### src/rtl/arb_pkg.sv
// Shared types for the two-requester arbiter.
// Holds FSM state encodings and the side record used for tie-breaking.
package arb_pkg;

  localparam int CNT_W = 8;

  typedef enum logic [1:0] {
    IDLE  = 2'b00,
    GNT_A = 2'b01,
    GNT_B = 2'b10
  } state_e;

  typedef enum logic {
    SIDE_A = 1'b0,
    SIDE_B = 1'b1
  } side_e;

endpackage

### src/rtl/mux_2x1.sv
// Single-bit 2:1 multiplexer.
// Ports: a_i/b_i data in, sel_i (0=a, 1=b), y_o selected bit.
module mux_2x1 (
  input  logic a_i,
  input  logic b_i,
  input  logic sel_i,
  output logic y_o
);

  assign y_o = sel_i ? b_i : a_i;

endmodule

### src/rtl/mux_2x1_arbiter.sv
// Fair two-requester arbiter driving a registered shared 2:1 data path.
// Ports: clk, rst_n, req_a/req_b, a/b data; gnt_a/gnt_b, sel, y, y_valid.
module mux_2x1_arbiter #(
  parameter int WIDTH    = 8,
  parameter int MAX_HOLD = 4
) (
  input  logic             clk,
  input  logic             rst_n,
  input  logic             req_a,
  input  logic             req_b,
  input  logic [WIDTH-1:0] a,
  input  logic [WIDTH-1:0] b,
  output logic             gnt_a,
  output logic             gnt_b,
  output logic             sel,
  output logic [WIDTH-1:0] y,
  output logic             y_valid
);

  import arb_pkg::*;

  localparam logic [CNT_W-1:0] HOLD_LAST =
    CNT_W'(MAX_HOLD - 1);

  state_e           state_q, state_d;
  logic [CNT_W-1:0] hold_q, hold_d;
  side_e            last_q, last_d;
  logic             hold_max;

  logic [WIDTH-1:0] mux_y;
  logic [WIDTH-1:0] y_q;
  logic             y_valid_q;

  always_ff @(posedge clk or negedge rst_n) begin
    if (!rst_n) begin
      state_q <= IDLE;
      hold_q  <= '0;
      last_q  <= SIDE_B;
    end else begin
      state_q <= state_d;
      hold_q  <= hold_d;
      last_q  <= last_d;
    end
  end

  assign hold_max = (hold_q == HOLD_LAST);

  always_comb begin
    state_d = state_q;
    unique case (state_q)
      IDLE: begin
        if (req_a && req_b)
          state_d = (last_q == SIDE_B) ? GNT_A : GNT_B;
        else if (req_a)
          state_d = GNT_A;
        else if (req_b)
          state_d = GNT_B;
      end
      GNT_A: begin
        if (!req_a)
          state_d = req_b ? GNT_B : IDLE;
        else if (req_b && hold_max)
          state_d = GNT_B;
      end
      GNT_B: begin
        if (!req_b)
          state_d = req_a ? GNT_A : IDLE;
        else if (req_a && hold_max)
          state_d = GNT_A;
      end
      default: state_d = IDLE;
    endcase
  end

  // Counter runs in any grant state; it saturates so a
  // lone owner is preempted at once when contention starts.
  always_comb begin
    hold_d = hold_q;
    last_d = last_q;
    if (state_d != state_q || state_q == IDLE)
      hold_d = '0;
    else if (!hold_max)
      hold_d = hold_q + 1'b1;
    if (state_d != state_q) begin
      if (state_d == GNT_A)
        last_d = SIDE_A;
      else if (state_d == GNT_B)
        last_d = SIDE_B;
    end
  end

  always_comb begin
    gnt_a = 1'b0;
    gnt_b = 1'b0;
    sel   = 1'b0;
    unique case (1'b1)
      (state_q == GNT_A): gnt_a = 1'b1;
      (state_q == GNT_B): begin
        gnt_b = 1'b1;
        sel   = 1'b1;
      end
      default: ;
    endcase
  end

  for (genvar i = 0; i < WIDTH; i++) begin : g_mux
    mux_2x1 u_mux (
      .a_i  (a[i]),
      .b_i  (b[i]),
      .sel_i(sel),
      .y_o  (mux_y[i])
    );
  end

  // y only loads while a grant is live, so it holds otherwise.
  always_ff @(posedge clk or negedge rst_n) begin
    if (!rst_n) begin
      y_q       <= '0;
      y_valid_q <= 1'b0;
    end else begin
      y_valid_q <= gnt_a | gnt_b;
      if (gnt_a | gnt_b)
        y_q <= mux_y;
    end
  end

  assign y       = y_q;
  assign y_valid = y_valid_q;

endmodule

### config.mk
export PLATFORM = sky130hd
export DESIGN_NAME = mux_2x1_arbiter
export DESIGN_NICKNAME = d
export VERILOG_FILES = /design/src/rtl/arb_pkg.sv /design/src/rtl/mux_2x1.sv /design/src/rtl/mux_2x1_arbiter.sv
export SDC_FILE = /design/constraint.sdc
export NUM_CORES = 1
export LEC_CHECK = 0
export CORE_ASPECT_RATIO = 1.2
export CORE_UTILIZATION = 45
export DETAILED_ROUTE_END_ITERATION = 10
export PLACE_DENSITY_LB_ADDON = 0.08
export SLEW_MARGIN = 15
export SYNTH_ARGS = -nofsm -noshare
export SYNTH_HDL_FRONTEND = slang
export SYNTH_SLANG_ARGS = --single-unit
export TNS_END_PERCENT = 30
### constraint.sdc
create_clock -name clk -period 2.8 [get_ports clk]
set_input_delay 0.56 -clock clk [delete_from_list [all_inputs] [get_ports clk]]
set_output_delay 0.56 -clock clk [all_outputs]
set_load 0.05 [all_outputs]
; Word-level counts from Yosys, hierarchy flattened
; Index checks and enable logic that the tools add are counted.
[word_totals]
register_bits = 20
in_bits = 20
out_inout_bits = 12
wordCells = 46
[op_classes]
n_addsub = 1
n_eq_ne = 7
mux = 25
bitwise_logic = 1
reduce_logical = 7
[op_table]
columns = operator, count
row1 = $mux 2, 9
row2 = $mux 8, 2
row3 = $mux 1, 13
row4 = $add 8x1->8 const B, 1
row5 = $eq 8x2->1 const B, 1
row6 = $pmux 2 s3, 1
row7 = $eq 2x1->1 const B, 2
row8 = $eq 2x2->1 const B, 2
row9 = $logic_and 1x1->1, 3
row10 = $logic_not 2->1, 1
row11 = $ne 2x1->1 const B, 1
row12 = $ne 2x2->1, 1
row13 = $reduce_and 2->1, 1
row14 = $reduce_bool 2->1, 1
row15 = $logic_or 1x1->1, 1
row16 = $or 1x1->1, 1

; Longest topological paths before layout
; Gate-level depths: netlist (run 1).
[logic_depth]
ltp_word = 8
depth_mapped = 9
depth_no_buf = 8

; Hierarchy
; Synthesis (run 1) repeated with hierarchy kept, for this count alone.
[unflattened]
hier_cells = 100
area_unflattened_um2 = 1194.9
[by_module_without_submodules]
columns = module, n_inst, cells_per_inst, area_each_um2, seq_area_each_um2
row1 = mux_2x1_arbiter, 1, 92, 1074.8, 501.7
row2 = mux_2x1, 8, 1, 15.0, 0.0

; Least setup slack after synthesis (run 1)
; OpenSTA, ideal clock, no wires.
[synth_timing]
path_type = register to register
startpoint = register state_q[0]
endpoint = register last_q
setup_ns = 0.075
arrival_ns = 2.610
t_required_ns = 2.725
slack_ns = 0.116
stages_incl_launch_ff = 9
path_buffers = 1
synth_period_minus_slack_ns = 2.684
path_cell_list = dfrtp_1 -> inv_1 -> ha_1 -> buf_2 -> or3b_1 -> o221ai_2 -> ha_1 -> a21oi_1 -> mux2i_1
[synth_between]
elab_chain_cells = 7
elab_cells_between_ends = 17
classes_between = 5 x eq/ne / 9 x mux / 3 x reduce/logical
[synth_lines]
columns = item, line_no
row1 = "start, declared", mux_2x1_arbiter.sv:25  ; state_e state_q, state_d;
row2 = "start signal, assigned", mux_2x1_arbiter.sv:40  ; state_q <= state_d;
row3 = $mux 2, mux_2x1_arbiter.sv:56  ; else if (req_b)
row4 = $mux 2, mux_2x1_arbiter.sv:54  ; else if (req_a)
row5 = $mux 2, mux_2x1_arbiter.sv:52  ; if (req_a && req_b)
row6 = $pmux 2 s3 (*), mux_2x1_arbiter.sv:50  ; unique case (state_q)
row7 = named net state_d[0], mux_2x1_arbiter.sv:25
row8 = $eq 2x1->1 or $eq 2x2->1 (tied branches), "mux_2x1_arbiter.sv:85, mux_2x1_arbiter.sv:87"
row9 = $reduce_bool 2->1 (no source line), -
row10 = $reduce_and 2->1 (no source line), -
row11 = "end signal, assigned", mux_2x1_arbiter.sv:42  ; last_q <= last_d;
row12 = "end, declared", mux_2x1_arbiter.sv:27  ; side_e last_q, last_d;
; Mark *: on every way through the listed nets, which the timed path passes. The rest lies on a longest branch.
; A chain may end at the register's enable or synchronous reset.

; Worst setup path after layout (run 1)
[layout_timing]
startpoint = register state_q[0]
endpoint = output gnt_a
[layout_between]
elab_chain_cells = 2
[layout_lines]
columns = item, line_no
row1 = $eq 2x1->1, mux_2x1_arbiter.sv:97  ; (state_q == GNT_A): gnt_a = 1'b1;
row2 = $mux 1, mux_2x1_arbiter.sv:96  ; unique case (1'b1)
row3 = "end, declared", mux_2x1_arbiter.sv:13  ; output logic gnt_a,
; No other way between the ends.

==> results of run 1 <==
## cell type report
class	count	area, um2
sequential	20	502
timing repair buffer	34	328
inverter	4	15.0
multi-input combinational	80	602
clock inverter	1	30.0
tap	31	38.8
fill	191	816
clock buffer	3	22.5
## sequential cells by signal, summed over array words and instances (netlist names)
| signal | count |
|---|---|
| state_q | 2 |
| y_valid | 1 |
| y | 8 |
| last_q | 1 |
| hold_q | 8 |
## worst max-delay path, delay by kind of cell (launching register included)
kind       cells  cell delay [ns]
flops          1             0.55
buf+inv        1             0.80
fa+ha+maj      1             0.24
## cells in the final DEF, fill, tap and decap left out, types with 3 or more instances in the layout
| cell | count |
|---|---|
| a21oi_1 | 12 |
| buf_4 | 5 |
| clkbuf_4 | 3 |
| clkdlybuf4s50_1 | 29 |
| dfrtp_1 | 19 |
| ha_1 | 6 |
| inv_1 | 4 |
| mux2i_1 | 11 |
| nand2b_1 | 4 |
| nand3_1 | 4 |
| nor2_1 | 15 |
| xnor2_1 | 3 |
| xor2_1 | 4 |
## worst min-delay path by stage
stage / startpoint / slack, ns / cells after the start / end
2_1_floorplan: rst_n / 0.26 / 0 / hold_q[0]$_DFFE_PN0P_
3_3_place_gp: last_q$_DFFE_PN1P_ / 0.45 / 2 / last_q$_DFFE_PN1P_
3_5_place_dp: last_q$_DFFE_PN1P_ / 0.47 / 2 / last_q$_DFFE_PN1P_
4_1_cts: last_q$_DFFE_PN1P_ / 0.48 / 2 / last_q$_DFFE_PN1P_
5_1_grt: last_q$_DFFE_PN1P_ / 0.50 / 2 / last_q$_DFFE_PN1P_
6_report: last_q$_DFFE_PN1P_ / 0.48 / 2 / last_q$_DFFE_PN1P_
## power by group
part	switching, mW	internal, mW
Sequential	0.0678	0.388
Clock	0.0906	0.145
Combinational	0.615	0.371
## kinds of logic after synthesis
| family | after synthesis | share of synthesized area |
|---|---|---|
| mux | 11 | 0.0967 |
| xor+xnor | 8 | 0.0681 |
| compound gates | 20 | 0.122 |
| simple gates | 35 | 0.176 |
| flops | 20 | 0.441 |
| fa+ha+maj | 6 | 0.0659 |
| buf+inv | 8 | 0.0308 |
## metal layers
metal  global-route usage  vias up
met5                    0        -
met4               0.0833        0
met3               0.0253        2
met2                0.334       20
met1                0.209      420
li1                     -      449
==> reports/results.tsv, run 1 <==
metric	value	unit
input/output buffers	31	
Area Growth Syn to Fin	35.1	%
Chip Width	47.9	um
final worst-path cycle share	0.880	
crit end category	primary output	
net count after synthesis	134	
EDFF count, synth	0	
post-synthesis sequential area ratio	0.441	
leading cell type by number of instances after synthesis	dfrtp_1	
reg-to-reg endpoint	last_q$_DFFE_PN1P_	
share of post-route cells with drive strength above 1	0.120	
Final #Nets	169	
wire per inst	12.8	um
max-slew violations	0	
Num CTS Buffers	3	
setup TNS	0	ns
cell area power density	1090	nW/um2
number of global-route vias before repair	921	
Worst R2R Start	hold_q[0]$_DFFE_PN0P_	
fmax	0.406	GHz
first-pass iteration count of the detailed router	4	
TritonCTS clock tree	done	
Tot GR Track Use	0.188	
vias per inst	5.15	
root buf cell	clkbuf_4	
clock-pin slew on the worst setup and hold paths	0.13	ns
Iter 0 DRT Violations	18	
Max-Cap Viols	0	
crit path to	gnt_a	
worst slew pin tran	0.514	ns
Max VDD drop	789	uV
Antenna Cells	0	
Yosys top cell by area	dfrtp_1	
CP Data Required Time	2.24	ns
Pwr Total	1.68	mW
Die H	57.1	um
Synthesis Warnings	0	
Leak	0.661	nW
Synth area leaders	dfrtp_1 (42%), mux2i_1 (9.7%), ha_1 (6.6%)	
# IOs	32	
GR Overflow Total	0	
Setup Fix Bufs, Post-CTS	0	
placed insts	169	
hpwl dp	1720	um
Worst-Skew Late Latency	0.31	ns
DP Area	1490	um2
Setup Crit Path Kind	reg2out	
final worst-path setup slack	0.335	ns
number of distinct library cells after synthesis	33	
clock sinks	20	
htree depth	1	
Post-Route M1 WL	919	um
Bufs on Longest Clock Path	2	
die area	2740	um2
first-pass GRT wire length	3690	um
Yosys reg bits	20	
WHS	0.483	ns
fraction of registers with async set/reset	1.00	
Mapped Area	1140	um2
reg-to-reg slack, setup	0.48	ns
uppermost layer routed	met4	
Crit Path Max Fanout	7	
CP arrival	1.91	ns
worst-path cell chain	ha_1 -> clkdlybuf4s50_1	
pre-CTS WS	0.128	ns
cts hold-fix bufs	0	
Worst path slowest cell	clkdlybuf4s50_1	
status	completed	
final worst path period need	2.47	ns
Layout Cell Area excl Fill	1540	um2
ys flop type	dfrtp_1	
RSZ-0062 raised after global routing	no	
initial antenna violation count	0	
CP startpoint	state_q[0]$_DFF_PN0_	
post-CTS resize count	0	
Util after Layout	0.653	
post-synth top area share	0.418	
Rel. slew slack	0.656	
Avg Cell Area, Syn	10.5	um2
met3 wire length	71	um
Hold Crit Class	reg2reg	
Final Hold Viols	0	
reg2reg path depth	7	
WL met2	1200	um
Routed WL	2210	um
crit path launch type	register	
Rows	19	
crit-path max cell delay	0.80	ns
area of the core	2350	um2
largest net degree at the start of global routing	21	
Starting Density	0.484	
Final Skew	0.0228	ns
most frequent cells after synthesis	dfrtp_1 (19), nor2_1 (15), a21oi_1 (12)	
GPL Wtd Cong	0.784	
post-route ant nets	0	
Final Non-Filler Cells	173	
Final setup viols	0	
Residual DRC	0	
vias	891	
Gate Count Post-Synth	108	
Power figures use the tool's default switching activity.
==> inputs of run 2 (changes only) <==
--- a/config.mk
+++ b/config.mk
@@ -7,6 +7,7 @@
 export LEC_CHECK = 0
 export CORE_ASPECT_RATIO = 1.2
 export CORE_UTILIZATION = 45
+export CTS_BUF_LIST = sky130_fd_sc_hd__clkbuf_8 sky130_fd_sc_hd__clkbuf_16
 export DETAILED_ROUTE_END_ITERATION = 10
 export PLACE_DENSITY_LB_ADDON = 0.08
 export SLEW_MARGIN = 15
==> reports/results.tsv, run 2 (synthesized netlist as in run 1, its figures left out) <==
metric	value	unit	change
GPL Wtd Cong	0.784		unchanged
Routed WL	2190	um	-0.54%
die area	2740	um2	unchanged
Rows	19		unchanged
vias	897		+0.67%
Max VDD drop	845	uV	+7.2%
share of post-route cells with drive strength above 1	0.120		unchanged
# fillers	189		-1.0%
Num CTS Buffers	3		unchanged
Starting Density	0.484		unchanged
Worst path slowest cell	clkdlybuf4s50_1		
cts hold-fix bufs	0		unchanged
reg-to-reg endpoint	last_q$_DFFE_PN1P_		
fmax	0.416	GHz	+2.5%
worst hold endpoint	last_q$_DFFE_PN1P_		
crit end category	register		
Final Hold Viols	0		unchanged
Iter 0 DRT Violations	10		-8
clock sinks	20		unchanged
Clk network pwr share	0.164		+0.024
Flop pwr share	0.265		-0.007
Comb pwr share	0.571		-0.017
NetSw	0.775	mW	+0.22%
root buf cell	clkbuf_8		
htree depth	1		unchanged
reg2reg path depth	7		unchanged
Leak	0.669	nW	+1.2%
Area Growth Syn to Fin	36.7	%	
setup TNS	0	ns	unchanged
Chip Width	47.9	um	unchanged
largest net degree at the start of global routing	21		unchanged
reg-to-reg slack, setup	0.51	ns	+0.03 ns
Final setup viols	0		unchanged
Setup Fix Bufs, Post-CTS	0		unchanged
CP arrival	2.59	ns	+0.68 ns
GR Overflow Total	0		unchanged
Final #Nets	169		unchanged
worst path buffer plus inverter count	1		unchanged
worst slew pin tran	0.514	ns	+0.000377 ns
crit path launch type	primary input		
most frequent cells in the layout	clkdlybuf4s50_1 (29), dfrtp_1 (19), nor2_1 (15)		
RSZ-0062 raised after global routing	no		
Sw Share	0.449		-0.0120
# IOs	32		unchanged
CP Data Required Time	2.98	ns	+0.74 ns
WHS	0.478	ns	-0.00507 ns
hpwl dp	1720	um	unchanged
Layout Cell Area excl Fill	1560	um2	+1.2%
area of the core	2350	um2	unchanged
hold_sp	last_q$_DFFE_PN1P_		
status	completed		
Pwr Total	1.73	mW	+2.9%
input/output buffers	31		unchanged
Crit Path Max Fanout	3		-4
wire per inst	12.7	um	-0.54%
Setup Crit Path Kind	in2reg		
most common cell after layout, fill and taps aside	clkdlybuf4s50_1		
number of global-route vias before repair	924		+0.33%
vias per inst	5.18		+0.67%
max-slew violations	0		unchanged
initial antenna violation count	0		unchanged
TritonCTS clock tree	done		
Final Skew	0.00803	ns	-0.0148 ns
Rel. slew slack	0.656		about the same
DP Area	1490	um2	unchanged
first-pass iteration count of the detailed router	4		unchanged
first-pass GRT wire length	3730	um	+1.1%
Worst-Skew Late Latency	0.26	ns	-0.05 ns
Max-Cap Viols	0		unchanged
post-route ant nets	0		unchanged
clock-pin slew on the worst setup and hold paths	0.07	ns	-0.06 ns
P_int	0.951	mW	+5.2%
post-CTS resize count	0		unchanged
Worst R2R Start	hold_q[0]$_DFFE_PN0P_		
Die H	57.1	um	unchanged
family with the most delay on the worst path	compound AO/OA/AOI/OAI gates		
cell area power density	1110	nW/um2	+1.7%
hold depth	2		unchanged
worst-path cell chain	clkdlybuf4s50_1 -> or4b_1 -> o2111ai_2 -> o221ai_2 -> ha_1 -> a21oi_1 -> mux2i_1		
Antenna Cells	0		unchanged
final worst-path cycle share	0.859		-0.0215
Bufs on Longest Clock Path	2		unchanged
Tot GR Track Use	0.191		+0.00372
Hold Crit Class	reg2reg		
final worst path period need	2.40	ns	-0.0602 ns
Residual DRC	0		unchanged
crit-path max cell delay	0.50	ns	-0.30 ns
-- run 2: cell type report --
cell class | instances | area (um2) | share of cell area
clock buffer | 3 | 41.3 | 0.0265
clock inverter | 1 | 30.0 | 0.0193
inverter | 4 | 15.0 | 0.00965
multi-input combinational | 80 | 602 | 0.387
sequential | 20 | 502 | 0.322
tap | 31 | 38.8 | 0.0249
timing repair buffer | 34 | 328 | 0.211
-- run 2: power groups by stage --
stage / registers [mW] / logic (mW) / clock network [mW]
2_1_floorplan: 0.675 / 0.510 / 0
3_3_place_gp: 0.456 / 0.986 / 0
3_5_place_dp: 0.460 / 0.999 / 0
4_1_cts: 0.456 / 1.00 / 0.292
5_1_grt: 0.469 / 1.06 / 0.304
6_report: 0.456 / 0.986 / 0.283
-- run 2: worst register-to-register path, delay by kind of cell (launching register included) --
kind / cells / cell delay [ns]
AOI/OAI and AO/OA: 3 / 0.53
adders and majority gates: 2 / 0.57
DFF: 1 / 0.38
muxes: 1 / 0.21
and+or+nand+nor: 1 / 0.52
-- run 2: how the worst max path moves through the flow --
stage	slack (ns)	end	startpoint	cells after the start
global route	0.29	last_q$_DFFE_PN1P_	req_b	7
CTS	0.39	last_q$_DFFE_PN1P_	req_b	7
detailed placement	0.13	last_q$_DFFE_PN1P_	req_b	7
global placement	0.20	last_q$_DFFE_PN1P_	req_b	7
floorplan	0.12	last_q$_DFFE_PN1P_	state_q[0]$_DFF_PN0_	8
finish	0.40	last_q$_DFFE_PN1P_	req_b	7
-- run 2: per-layer routing --
layer  GRT usage  share of wire  vias to the layer above
met5           0              0                        -
met4      0.0833          0.019                        0
met3      0.0443          0.037                        5
met2       0.338           0.54                       23
met1       0.205           0.40                      420
li1            -              -                      449
-- run 2: stage by stage --
step	cells	worst slack, ns	utilization
global placement	169	0.200	0.631
floorplan	108	0.116	-
detailed placement	169	0.128	0.631
finish	173	0.395	0.661
CTS	173	0.391	0.661
global route	173	0.287	0.661
==> inputs of run 3 (changes only) <==
--- a/config.mk
+++ b/config.mk
@@ -9,6 +9,7 @@
 export CORE_UTILIZATION = 45
 export CTS_BUF_LIST = sky130_fd_sc_hd__clkbuf_8 sky130_fd_sc_hd__clkbuf_16
 export DETAILED_ROUTE_END_ITERATION = 10
+export GPL_ROUTABILITY_DRIVEN = 0
 export PLACE_DENSITY_LB_ADDON = 0.08
 export SLEW_MARGIN = 15
 export SYNTH_ARGS = -nofsm -noshare
==> results of run 3 <==
No change in the layout: final DEF, timing and power equal those of run 2.
==> patch, RTL diff (config.mk and constraints of run 3) <==
`hold_q` no longer has a reset.
--- a/src/rtl/mux_2x1_arbiter.sv
+++ b/src/rtl/mux_2x1_arbiter.sv
@@ -34,13 +34,15 @@
   always_ff @(posedge clk or negedge rst_n) begin
     if (!rst_n) begin
       state_q <= IDLE;
-      hold_q  <= '0;
       last_q  <= SIDE_B;
     end else begin
       state_q <= state_d;
-      hold_q  <= hold_d;
       last_q  <= last_d;
     end
+  end
+
+  always_ff @(posedge clk) begin
+    hold_q <= hold_d;
   end
 
   assign hold_max = (hold_q == HOLD_LAST);
Behaviour: no difference found for any inputs over 10 cycles, from zero or initial values and one cycle with rst_n low; that may be too few to reach the edited logic, so the function may still have changed.
==> patch against run 3 <==
- utilization up 4.1 points
- final area up 6.2%
- register-to-register slack worse by 370 ps
- area after synthesis up 1.9%
- routed wire length up 15%
- sequential cell count unchanged
- power up 12%
- final cell count up 8.1%
- clock power up 2%
- worst setup slack worse by 250 ps
- largest power group unchanged
==> patch: results <==
export IMPL_status="completed"
export IMPL_multi_input_area_share_pct=40.7
export IMPL_regToRegStartpoint="hold_q[0]$_SDFFE_PP0P_"
export IMPL_rrSetupSlack_ps=140
export IMPL_p_seq_w=0.000443
export IMPL_grtUsageMet3_pct=3.67
export IMPL_syn_to_final_growth_pct=42.5
export IMPL_placed_area_um2=1570
export IMPL_relSlewSlack_pct=64.6
export IMPL_num_multi_input_gates=87
export IMPL_grt_pass1_wl_um=4320
export IMPL_gr_usage_all_layers_pct=20.1
export IMPL_synth_compound_area_share_pct=12.5
export IMPL_clockPowerShare_pct=15.0
export IMPL_use_met2_pct=38.2
export IMPL_dr_total_vias=962
export IMPL_dpl_worst_slack_ps=-281
export IMPL_cp_max_fo=5
export IMPL_wl_met3_um=82
export IMPL_wl_met1_um=1080
export IMPL_buf_share_pct=23.6
export IMPL_via_per_inst=5.14
export IMPL_seq_cell_share_pct=28.0
export IMPL_worstHoldStart="last_q$_DFFE_PN1P_"
export IMPL_ir_drop_uv=697
export IMPL_synth_area_leaders="dfrtp_1, dfxtp_1, mux2i_1"
export IMPL_inv_count=4
export IMPL_reg2reg_depth=10
export IMPL_grt_pass1_vias=973
export IMPL_ys_types=38
export IMPL_grt_max_degree=18
export IMPL_cp_arrival_ps=2850
export IMPL_critPathTopFamily="simple AND/OR/NAND/NOR gates"
export IMPL_swShare_pct=44.7
export IMPL_synth_cells=116
export IMPL_synthXorXnorAreaFrac_pct=8.20
export IMPL_p_leak_nw=0.669
export IMPL_dr_wl_met2_um=1320
export IMPL_cpMaxStageDelayCell="or4_1"
export IMPL_hold_ws_ps=480
export IMPL_ys_top_cells_by_count="nor2_1, a21oi_1, dfrtp_1"
export IMPL_nFillCells=183
export IMPL_yosys_area_share_adder_pct=6.47
export IMPL_drive_gt1_share_pct=18.6
export IMPL_fin_skew_ps=0.434
export IMPL_final_nets=183
export IMPL_hpwl_um=1970
export IMPL_dr_first_iter_drc_count=27
export IMPL_buffers=41
export IMPL_clk_share_pct=4.31
export IMPL_grtUsageMet1_pct=21.9
export IMPL_p_int_w=0.00107
export IMPL_wl_per_cell_um=13.5
export IMPL_ys_seq_area_share_pct=39.8
export IMPL_muxShareOfSynthArea_pct=9.60
export IMPL_clk_pin_slew_ps=70
export IMPL_synthArstFlopShare_pct=60.0
patch: changes by cell type in the layout (fill, tap and decap cells not counted), sizes merged, moves of 2 or more:
cell    change
dfrtp       -8
dfxtp       +8
buf         +5
nand2       +3
nor4        +3
a21oi       -2
nand3b      -2
or4b        -2
xnor2       +2
patch: how the worst max path moves through the flow:
stage	startpoint	to	slack, ps
after global routing	hold_q[0]$_SDFFE_PP0P_	last_q$_DFFE_PN1P_	20
final	hold_q[0]$_SDFFE_PP0P_	last_q$_DFFE_PN1P_	140
after CTS	hold_q[0]$_SDFFE_PP0P_	last_q$_DFFE_PN1P_	40
after detailed placement	req_a	last_q$_DFFE_PN1P_	-280
after floorplan	state_q[1]$_DFF_PN0_	last_q$_DFFE_PN1P_	30
after global placement	req_a	last_q$_DFFE_PN1P_	-230
patch: timing repair:
action	in CTS	in global routing
setup buffers	0	1
gates resized for setup	1	4
cloned	0	0
endpoints found under the setup margin	1	1
